===== config.mk =====
export PLATFORM = sky130hd
export DESIGN_NAME = mdu_issue_ctrl
export DESIGN_NICKNAME = d
export VERILOG_FILES = /design/src/rtl/mdu_issue_ctrl.sv
export SDC_FILE = /design/constraint.sdc
export NUM_CORES = 1
export LEC_CHECK = 0
export ABC_AREA = 1
export CAP_MARGIN = 15
export CELL_PAD_IN_SITES_DETAIL_PLACEMENT = 0
export CELL_PAD_IN_SITES_GLOBAL_PLACEMENT = 1
export CORE_AREA = 2 2 139 155
export CTS_BUF_LIST = sky130_fd_sc_hd__clkbuf_2
export DETAILED_ROUTE_END_ITERATION = 10
export DIE_AREA = 0 0 141 157
export HOLD_SLACK_MARGIN = 0.02
export MAX_ROUTING_LAYER = met4
export PLACE_DENSITY = 0.77
export SLEW_MARGIN = 20
export SYNTH_ARGS = -nofsm -noshare
export SYNTH_HDL_FRONTEND = slang
export SYNTH_SLANG_ARGS = --single-unit

===== constraint.sdc =====
create_clock -name clk -period 1.42 [get_ports clk]
set_input_delay 0.284 -clock clk [delete_from_list [all_inputs] [get_ports clk]]
set_output_delay 0.284 -clock clk [all_outputs]
set_load 0.05 [all_outputs]

===== src/rtl/mdu_issue_ctrl.sv =====
// Issue controller for the iterative MDU: launches one operation per M-extension instruction and returns one writeback beat.
// Latency: req at cycle 0, mdu_start at 1, mdu_done at D, mdu_ack at D+1, wb_valid at D+2 (a divide cache hit gives wb_valid at 1).
// Backpressure: stall holds execute for the whole operation; a flushed operation drains with stall low unless a new MDU op waits.
// Optional build macro MDU_FUSE_EN: one-entry divide result cache so a DIV/REM pair on the same operands skips the MDU.
module mdu_issue_ctrl #(
    parameter int XLEN = 32,
    parameter int REGW = 5
) (
    input  logic                 clk,
    input  logic                 rst_n,
    input  logic                 ex_valid,
    input  logic                 ex_is_mdu,
    input  logic [2:0]           ex_funct3,
    input  logic [XLEN-1:0]      ex_rs1_val,
    input  logic [XLEN-1:0]      ex_rs2_val,
    input  logic [REGW-1:0]      ex_rd,
    input  logic                 flush,
    output logic                 stall,
    output logic                 wb_valid,
    output logic [REGW-1:0]      wb_rd,
    output logic [XLEN-1:0]      wb_data,
    output logic                 mdu_start,
    output logic                 mdu_ack,
    output logic [2:0]           mdu_funct3,
    output logic [XLEN-1:0]      mdu_a,
    output logic [XLEN-1:0]      mdu_b,
    input  logic                 mdu_busy,
    input  logic                 mdu_done,
    input  logic [2*XLEN-1:0]    mdu_product,
    input  logic [XLEN-1:0]      mdu_quotient,
    input  logic [XLEN-1:0]      mdu_remainder
);

    typedef enum logic [2:0] {
        S_IDLE  = 3'd0,
        S_ISSUE = 3'd1,
        S_WAIT  = 3'd2,
        S_ACK   = 3'd3,
        S_DONE  = 3'd4
    } state_t;

    state_t            r_state;
    logic              r_kill;
    logic              r_start;
    logic              r_ack;
    logic              r_wb_valid;
    logic [2:0]        r_funct3;
    logic [XLEN-1:0]   r_a;
    logic [XLEN-1:0]   r_b;
    logic [XLEN-1:0]   r_wb_data;
    logic [REGW-1:0]   r_wb_rd;

    logic              w_req;
    logic              w_stall;
    logic [XLEN-1:0]   w_result;
    logic              w_unused_busy;

    // Completion is tracked through done/ack only; busy is informational.
    assign w_unused_busy = mdu_busy;

    // A flush in the same cycle as the request cancels it before issue.
    assign w_req = ex_valid & ex_is_mdu & ~flush;

`ifdef MDU_FUSE_EN
    logic              r_c_vld;
    logic              r_c_sgn;
    logic [XLEN-1:0]   r_c_a;
    logic [XLEN-1:0]   r_c_b;
    logic [XLEN-1:0]   r_c_q;
    logic [XLEN-1:0]   r_c_r;
    logic              w_hit;
    logic [XLEN-1:0]   w_hit_data;

    // funct3[0] clear means signed divide/remainder; funct3[1] selects remainder.
    assign w_hit      = r_c_vld & ex_funct3[2] & (r_c_sgn == ~ex_funct3[0])
                      & (ex_rs1_val == r_c_a) & (ex_rs2_val == r_c_b);
    assign w_hit_data = ex_funct3[1] ? r_c_r : r_c_q;

    // Remember the last completed divide, killed or not, so its partner op can reuse it.
    always_ff @(posedge clk) begin
        if (!rst_n) begin
            r_c_vld <= 1'b0;
            r_c_sgn <= 1'b0;
            r_c_a   <= '0;
            r_c_b   <= '0;
            r_c_q   <= '0;
            r_c_r   <= '0;
        end else if (r_state == S_WAIT && mdu_done && r_funct3[2]) begin
            r_c_vld <= 1'b1;
            r_c_sgn <= ~r_funct3[0];
            r_c_a   <= r_a;
            r_c_b   <= r_b;
            r_c_q   <= mdu_quotient;
            r_c_r   <= mdu_remainder;
        end
    end
`endif

    // Pick the architectural result for the latched opcode; the MDU's values are taken as-is.
    always_comb begin
        w_result = mdu_remainder;
        case (r_funct3)
            3'b000:                 w_result = mdu_product[XLEN-1:0];
            3'b001, 3'b010, 3'b011: w_result = mdu_product[2*XLEN-1:XLEN];
            3'b100, 3'b101:         w_result = mdu_quotient;
            default:                w_result = mdu_remainder;
        endcase
    end

    // Hold execute while an op is live; once killed, only hold a new MDU op until the drain ends.
    always_comb begin
        w_stall = 1'b0;
        case (r_state)
            S_IDLE:                  w_stall = w_req;
            S_ISSUE, S_WAIT, S_ACK:  w_stall = r_kill ? (ex_valid & ex_is_mdu) : 1'b1;
            default:                 w_stall = 1'b0;
        endcase
    end

    // Handshake sequencer: issue, wait for done, ack once, then write back unless killed.
    always_ff @(posedge clk) begin
        if (!rst_n) begin
            r_state    <= S_IDLE;
            r_kill     <= 1'b0;
            r_start    <= 1'b0;
            r_ack      <= 1'b0;
            r_wb_valid <= 1'b0;
            r_funct3   <= '0;
            r_a        <= '0;
            r_b        <= '0;
            r_wb_data  <= '0;
            r_wb_rd    <= '0;
        end else begin
            r_start    <= 1'b0;
            r_ack      <= 1'b0;
            r_wb_valid <= 1'b0;
            case (r_state)
                S_IDLE: begin
                    if (w_req) begin
                        r_funct3 <= ex_funct3;
                        r_a      <= ex_rs1_val;
                        r_b      <= ex_rs2_val;
                        r_wb_rd  <= ex_rd;
                        r_kill   <= 1'b0;
`ifdef MDU_FUSE_EN
                        if (w_hit) begin
                            r_wb_data  <= w_hit_data;
                            r_wb_valid <= 1'b1;
                            r_state    <= S_DONE;
                        end else begin
                            r_start <= 1'b1;
                            r_state <= S_ISSUE;
                        end
`else
                        r_start <= 1'b1;
                        r_state <= S_ISSUE;
`endif
                    end
                end
                S_ISSUE: begin
                    if (flush) begin
                        r_kill <= 1'b1;
                    end
                    r_state <= S_WAIT;
                end
                S_WAIT: begin
                    if (flush) begin
                        r_kill <= 1'b1;
                    end
                    if (mdu_done) begin
                        r_wb_data <= w_result;
                        r_ack     <= 1'b1;
                        r_state   <= S_ACK;
                    end
                end
                S_ACK: begin
                    // A flush arriving in this very cycle still suppresses writeback.
                    if (r_kill || flush) begin
                        r_kill  <= 1'b0;
                        r_state <= S_IDLE;
                    end else begin
                        r_wb_valid <= 1'b1;
                        r_state    <= S_DONE;
                    end
                end
                S_DONE: begin
                    r_state <= S_IDLE;
                end
                default: begin
                    r_state <= S_IDLE;
                end
            endcase
        end
    end

    assign stall      = w_stall;
    assign wb_valid   = r_wb_valid;
    assign wb_rd      = r_wb_rd;
    assign wb_data    = r_wb_data;
    assign mdu_start  = r_start;
    assign mdu_ack    = r_ack;
    assign mdu_funct3 = r_funct3;
    assign mdu_a      = r_a;
    assign mdu_b      = r_b;

endmodule


**Yosys cells after proc, flatten, opt, wreduce, memory -nomap -nowiden**

Index checks and enable logic that the tools add are counted.

- Logic and storage cells: 54
- ROM bits: 0
- Output and inout bits: 108
- Memories kept: 0
- RAM bits: 0
- Bits in registers: 111
- Bits in latches: 0

- Mux-type cells: 14
- Divide/modulo/power cells: 0
- Multiply operators: 0
- Equal/unequal tests: 12
- Shift operators: 0
- Reduce and logical (&&, ||, !) cells: 15
- Magnitude comparators: 0
- Bitwise logic cells: 3
- $add $sub $neg: 0

Operators by type and width:

| operator | count |
|---|---|
| 32-bit one-hot mux with 3 select lines | 1 |
| 3-bit by 2-bit == test with 1-bit output (second input constant) | 4 |
| 3-bit one-hot mux with 4 select lines | 1 |
| 2-bit AND reduction | 6 |
| 3-bit 2-to-1 mux | 3 |
| 1-bit 2-to-1 mux | 7 |
| 3-bit by 1-bit == test with 1-bit output (second input constant) | 2 |
| 3-bit == test (second input constant) | 2 |
| 3-bit logical NOT | 2 |
| 2-bit != test (second input constant) | 3 |
| 3-bit OR reduction | 2 |
| 4-bit AND reduction | 1 |
| 2-bit OR reduction | 2 |
| 1-bit one-hot mux with 3 select lines | 1 |
| 3-bit nonzero test | 1 |
| 1-bit AND | 2 |
| 2-bit by 1-bit != test with 1-bit output (second input constant) | 1 |
| 1-bit one-hot mux with 2 select lines | 1 |
| 1-bit logical OR | 1 |
| 1-bit NOT | 1 |

**Longest topological paths before layout**

- Depth in word-level cells: 4
- Depth in mapped cells: 8
- Depth with buffers taken out: 8

**Worst setup path before layout**

No wires, ideal clock.

- Path type: register -> register
- Start point: reg r_funct3[1] (netlist: mdu_funct3[1])
- End point: reg r_wb_data[22] (netlist: wb_data[22])
- Stages on the path, launching flop included: 9
- Path buffers: 2
- Setup slack: -138 ps
- Data arrival time: 1494 ps
- Library setup time: 64 ps
- Cell sequence: dfxtp_1 buf_2 nor2_1 nor2_2 buf_2 nand2_1 nand3_1 nor2_1 nor2_1

- Word-level cells in the longest chain between the ends: 3

RTL lines:

| element | line | text |
|---|---|---|
| from (decl) | 47 | `logic [2:0] r_funct3;` |
| from (signal assigned) | 140 | `r_funct3 <= ex_funct3;` |
| 3-bit by 1-bit == test with 1-bit output (tied with other cells) | 102 | `case (r_funct3)` |
| 3-bit OR reduction or 2-bit OR reduction (tied branches) | 102 |  |
| 32-bit one-hot mux with 3 select lines * | 102 |  |
| to (signal assigned) | 171 | `r_wb_data <= w_result;` |
| to (decl) | 50 | `logic [XLEN-1:0] r_wb_data;` |

Every way passes the cells marked *; elsewhere a longest branch is shown, timed or not.
A chain may end at the register's enable or synchronous reset.

**Worst setup path after layout**

- Start point: reg r_state[1]
- End point: out stall

- Word-level cells in the longest chain between the ends: 3

RTL lines:

| element | line | text |
|---|---|---|
| from (decl) | 42 | `state_t r_state;` |
| from (signal assigned) | 123 | `r_state <= S_IDLE;` |
| from (signal assigned) | 156 | `r_state <= S_ISSUE;` |
| from (signal assigned) | 164 | `r_state <= S_WAIT;` |
| 3-bit by 2-bit == test with 1-bit output or 3-bit by 1-bit == test with 1-bit output (tied branches) | 113 | `case (r_state)` |
| 3-bit OR reduction | 113 |  |
| 1-bit one-hot mux with 2 select lines * | 113 |  |
| to (decl) | 18 | `output logic stall,` |

Marked as above.

==> results_dict.tcl <==
set metrics [dict create \
    clkPwrFrac_pct 15.3 \
    netlist_instances 707 \
    mostFrequentLayoutCell "clkdlybuf4s50_1" \
    vias 6065 \
    tns_ns -32.45 \
    grt_start_max_net_pins 47 \
    power.density_nw_per_um2 826.7 \
    p_leak_nw 4.542 \
    boundaryPins 315 \
    layout_common_cells "clkdlybuf4s50_1 (204), nor2_1 (174), buf_12 (129), nand3_1 (90), dfxtp_2 (90)" \
    dieArea_um2 22140 \
    min-delay-start "ex_rs1_val[27]" \
    io_buffers 313 \
    seq_area_um2 2410 \
    seq_area_frac_synth_pct 45.59 \
    clkTransAtPathRegs_ns 0.33 \
    numCtsBuffers 9 \
    critPathLaunchType "flip-flop" \
    ant_nets 0 \
    setup_slack_ns -0.6162 \
    nets 1288 \
    power_frac_seq_pct 38.7 \
    ir_drop_v 0.0003732 \
    reg2reg_from "r_state[1]$_SDFFE_PN0P_" \
    fin_hold_ws_ns 0.2203 \
    cts_tree "built" \
    comb_power_share_pct 46.1 \
    layout-drive-gt1-share_pct 43.46 \
    finalCritPeriodShare_pct 143.4 \
    ys_ff_latch 111 \
    postSynthAreaPerCell_um2 6.895 \
    max_slew_margin_pct 78.04 \
    finalPower_mw 9.460 \
    skew_ns 0.02782 \
    drc 0 \
    dr.pass1.iters 4 \
    antenna_found_initial 1 \
    grt_pass1_vias 5829 \
    p_sw_mw 3.485 \
    fp.dieW_um 141 \
    synth.distinct_cells 22 \
    cp-end-kind "output port" \
    clock-root-buffer "clkbuf_2" \
    hpwlAfterDp_um 14150 \
    synth_largest_area_cell "dfxtp_1" \
    routed_wl_um 21540 \
    initialDrtViolationCount 262 \
    multi_input_area_um2 2864 \
    grt_overflow_total 0 \
    track_usage_pct 18.34 \
    finalMaxSlewViolations 0 \
    setup_viol 213 \
    final-hold-violation-count 0 \
    n_fill_cell 1789 \
    switching_share_pct 36.83 \
    min_path_type "input port to flip-flop" \
    synthTopCellsByArea "dfxtp_1 (46%), nor2_1 (17%), nand3_1 (10%), nand2_1 (8.2%), o21ai_0 (7.0%)" \
    fin_util_pct 55.99 \
    worst_pin_slew_ns 0.3293 \
    period_minus_slack_ns 2.036 \
    cp_max_fo 2 \
    p_int_mw 5.976 \
    required_ns 1.14 \
    rsz0062_at_grt "true" \
    fp.dieH_um 157 \
    clk_latency_ns 0.60 \
    gp_congestion 0.8233 \
    cts_buffer_depth 2 \
    cts.sinks 111 \
    cap_violations 0 \
    core-area_um2 20440 \
    ys_warn_count 0 \
    start_util_pct 23.85 \
    vias_per_cell 4.516 \
    htree_levels 3 \
    fmax_mhz 491.1 \
    rows 55 \
    grt_pass1_wl_um 30580 \
    violations "setup timing" \
    synth_top_cell_area_share_pct 45.59 \
    routedWlPerCell_um 16.04 \
    worstSetupStartpoint "r_state[1]$_SDFFE_PN0P_" \
    synth_area_um2 4875 \
    area_delta_synth_final_pct 134.8 \
    synth_nets 914 \
    path_class "flip-flop to output port" \
    status "finished with violations" \
    crit_arrival_ns 1.75 \
]
-- critical path, cell delays in order (launching register included) --
cell     delay, ns
dfxtp_4       0.44
nor3_4        0.26
nand3_4       0.12
buf_12        0.14
nand2_4       0.05
buf_12        0.13
-- cell usage after synthesis --
library cell and number:
o22ai_1 1, clkbuf_1 17, o21ai_1 36, dfxtp_1 111
buf_4 4, nand3_2 1, inv_1 7, nand2_1 107
nor3_1 1, nand3_1 97, a21oi_1 3, nor2_1 215
nor3_2 2, o21ai_0 68, nand2_2 1, inv_2 1
buf_6 10, buf_2 20, nor2_2 2, buf_1 1
o2111a_1 1, nor2_4 1
-- stage by stage --
stage / instances / setup WS, ns / instance area, um^2
2_1_floorplan: 707 / 0.01393 / 4880
3_3_place_gp: 1269 / -0.3061 / 9593
3_5_place_dp: 1269 / -0.3982 / 9593
4_1_cts: 1317 / -0.6743 / 10400
5_1_grt: 1343 / -0.7984 / 11440
6_report: 1343 / -0.6162 / 11440
-- sequential cells by signal, summed over array words and instances (netlist names), 3 cells and up --
register    count
mdu_a          32
mdu_b          32
wb_data        32
wb_rd           5
mdu_funct3      3
r_state         3
-- power by group through the flow --
stage | registers, mW | clock network (mW) | logic (mW)
3_5_place_dp | 3.68 | 0 | 3.59
5_1_grt | 3.69 | 1.67 | 4.62
6_report | 3.66 | 1.44 | 4.36
2_1_floorplan | 4.30 | 0 | 0.906
3_3_place_gp | 3.67 | 0 | 3.58
4_1_cts | 3.66 | 1.56 | 3.93
-- per-layer routing --
layer	GRT usage, %	wire length (um)
met2	32.24	11090
met3	4.746	1358
met1	20.71	8807
met5	-	0
met4	5.048	282
-- final timing paths --
kind                            endpoint  slack (ns)  cells after the start
hold reg to reg   mdu_b[27]$_SDFFE_PN0P_        0.52                      2
setup reg to reg   mdu_a[2]$_SDFFE_PN0P_       -0.37                     10
setup / recovery                   stall       -0.62                      5
hold / removal    mdu_a[27]$_SDFFE_PN0P_        0.22                      3
-- final cells by class --
class | instances | area share (%)
Timing Repair Buffer | 415 | 49.79
Multi-Input combinational cell | 536 | 25.03
Sequential cell | 111 | 21.06
Tap cell | 256 | 2.799
Clock inverter | 6 | 0.4592
Clock buffer | 10 | 0.4373
Inverter | 8 | 0.4045
Antenna cell | 1 | 0.02187
-- logic make-up after synthesis --
| kind of cell | share of synthesized area [%] |
|---|---|
| flip-flops | 45.59 |
| AND/OR/NAND/NOR | 36.09 |
| AO/OA/AOI/OAI | 11.34 |
| buffers and inverters | 6.982 |
-- repair_timing --
| item | CTS | global route |
|---|---|---|
| setup buffers | 26 | 20 |
| hold buffers | 1 | 0 |
| endpoints found under the hold margin | 33 | 0 |
| resized for setup | 153 | 232 |
| pin swaps | 16 | 116 |
| cloned | 6 | 12 |
| endpoints found under the setup margin | 182 | 214 |
Note: power is estimated with default switching activity, not from simulation.
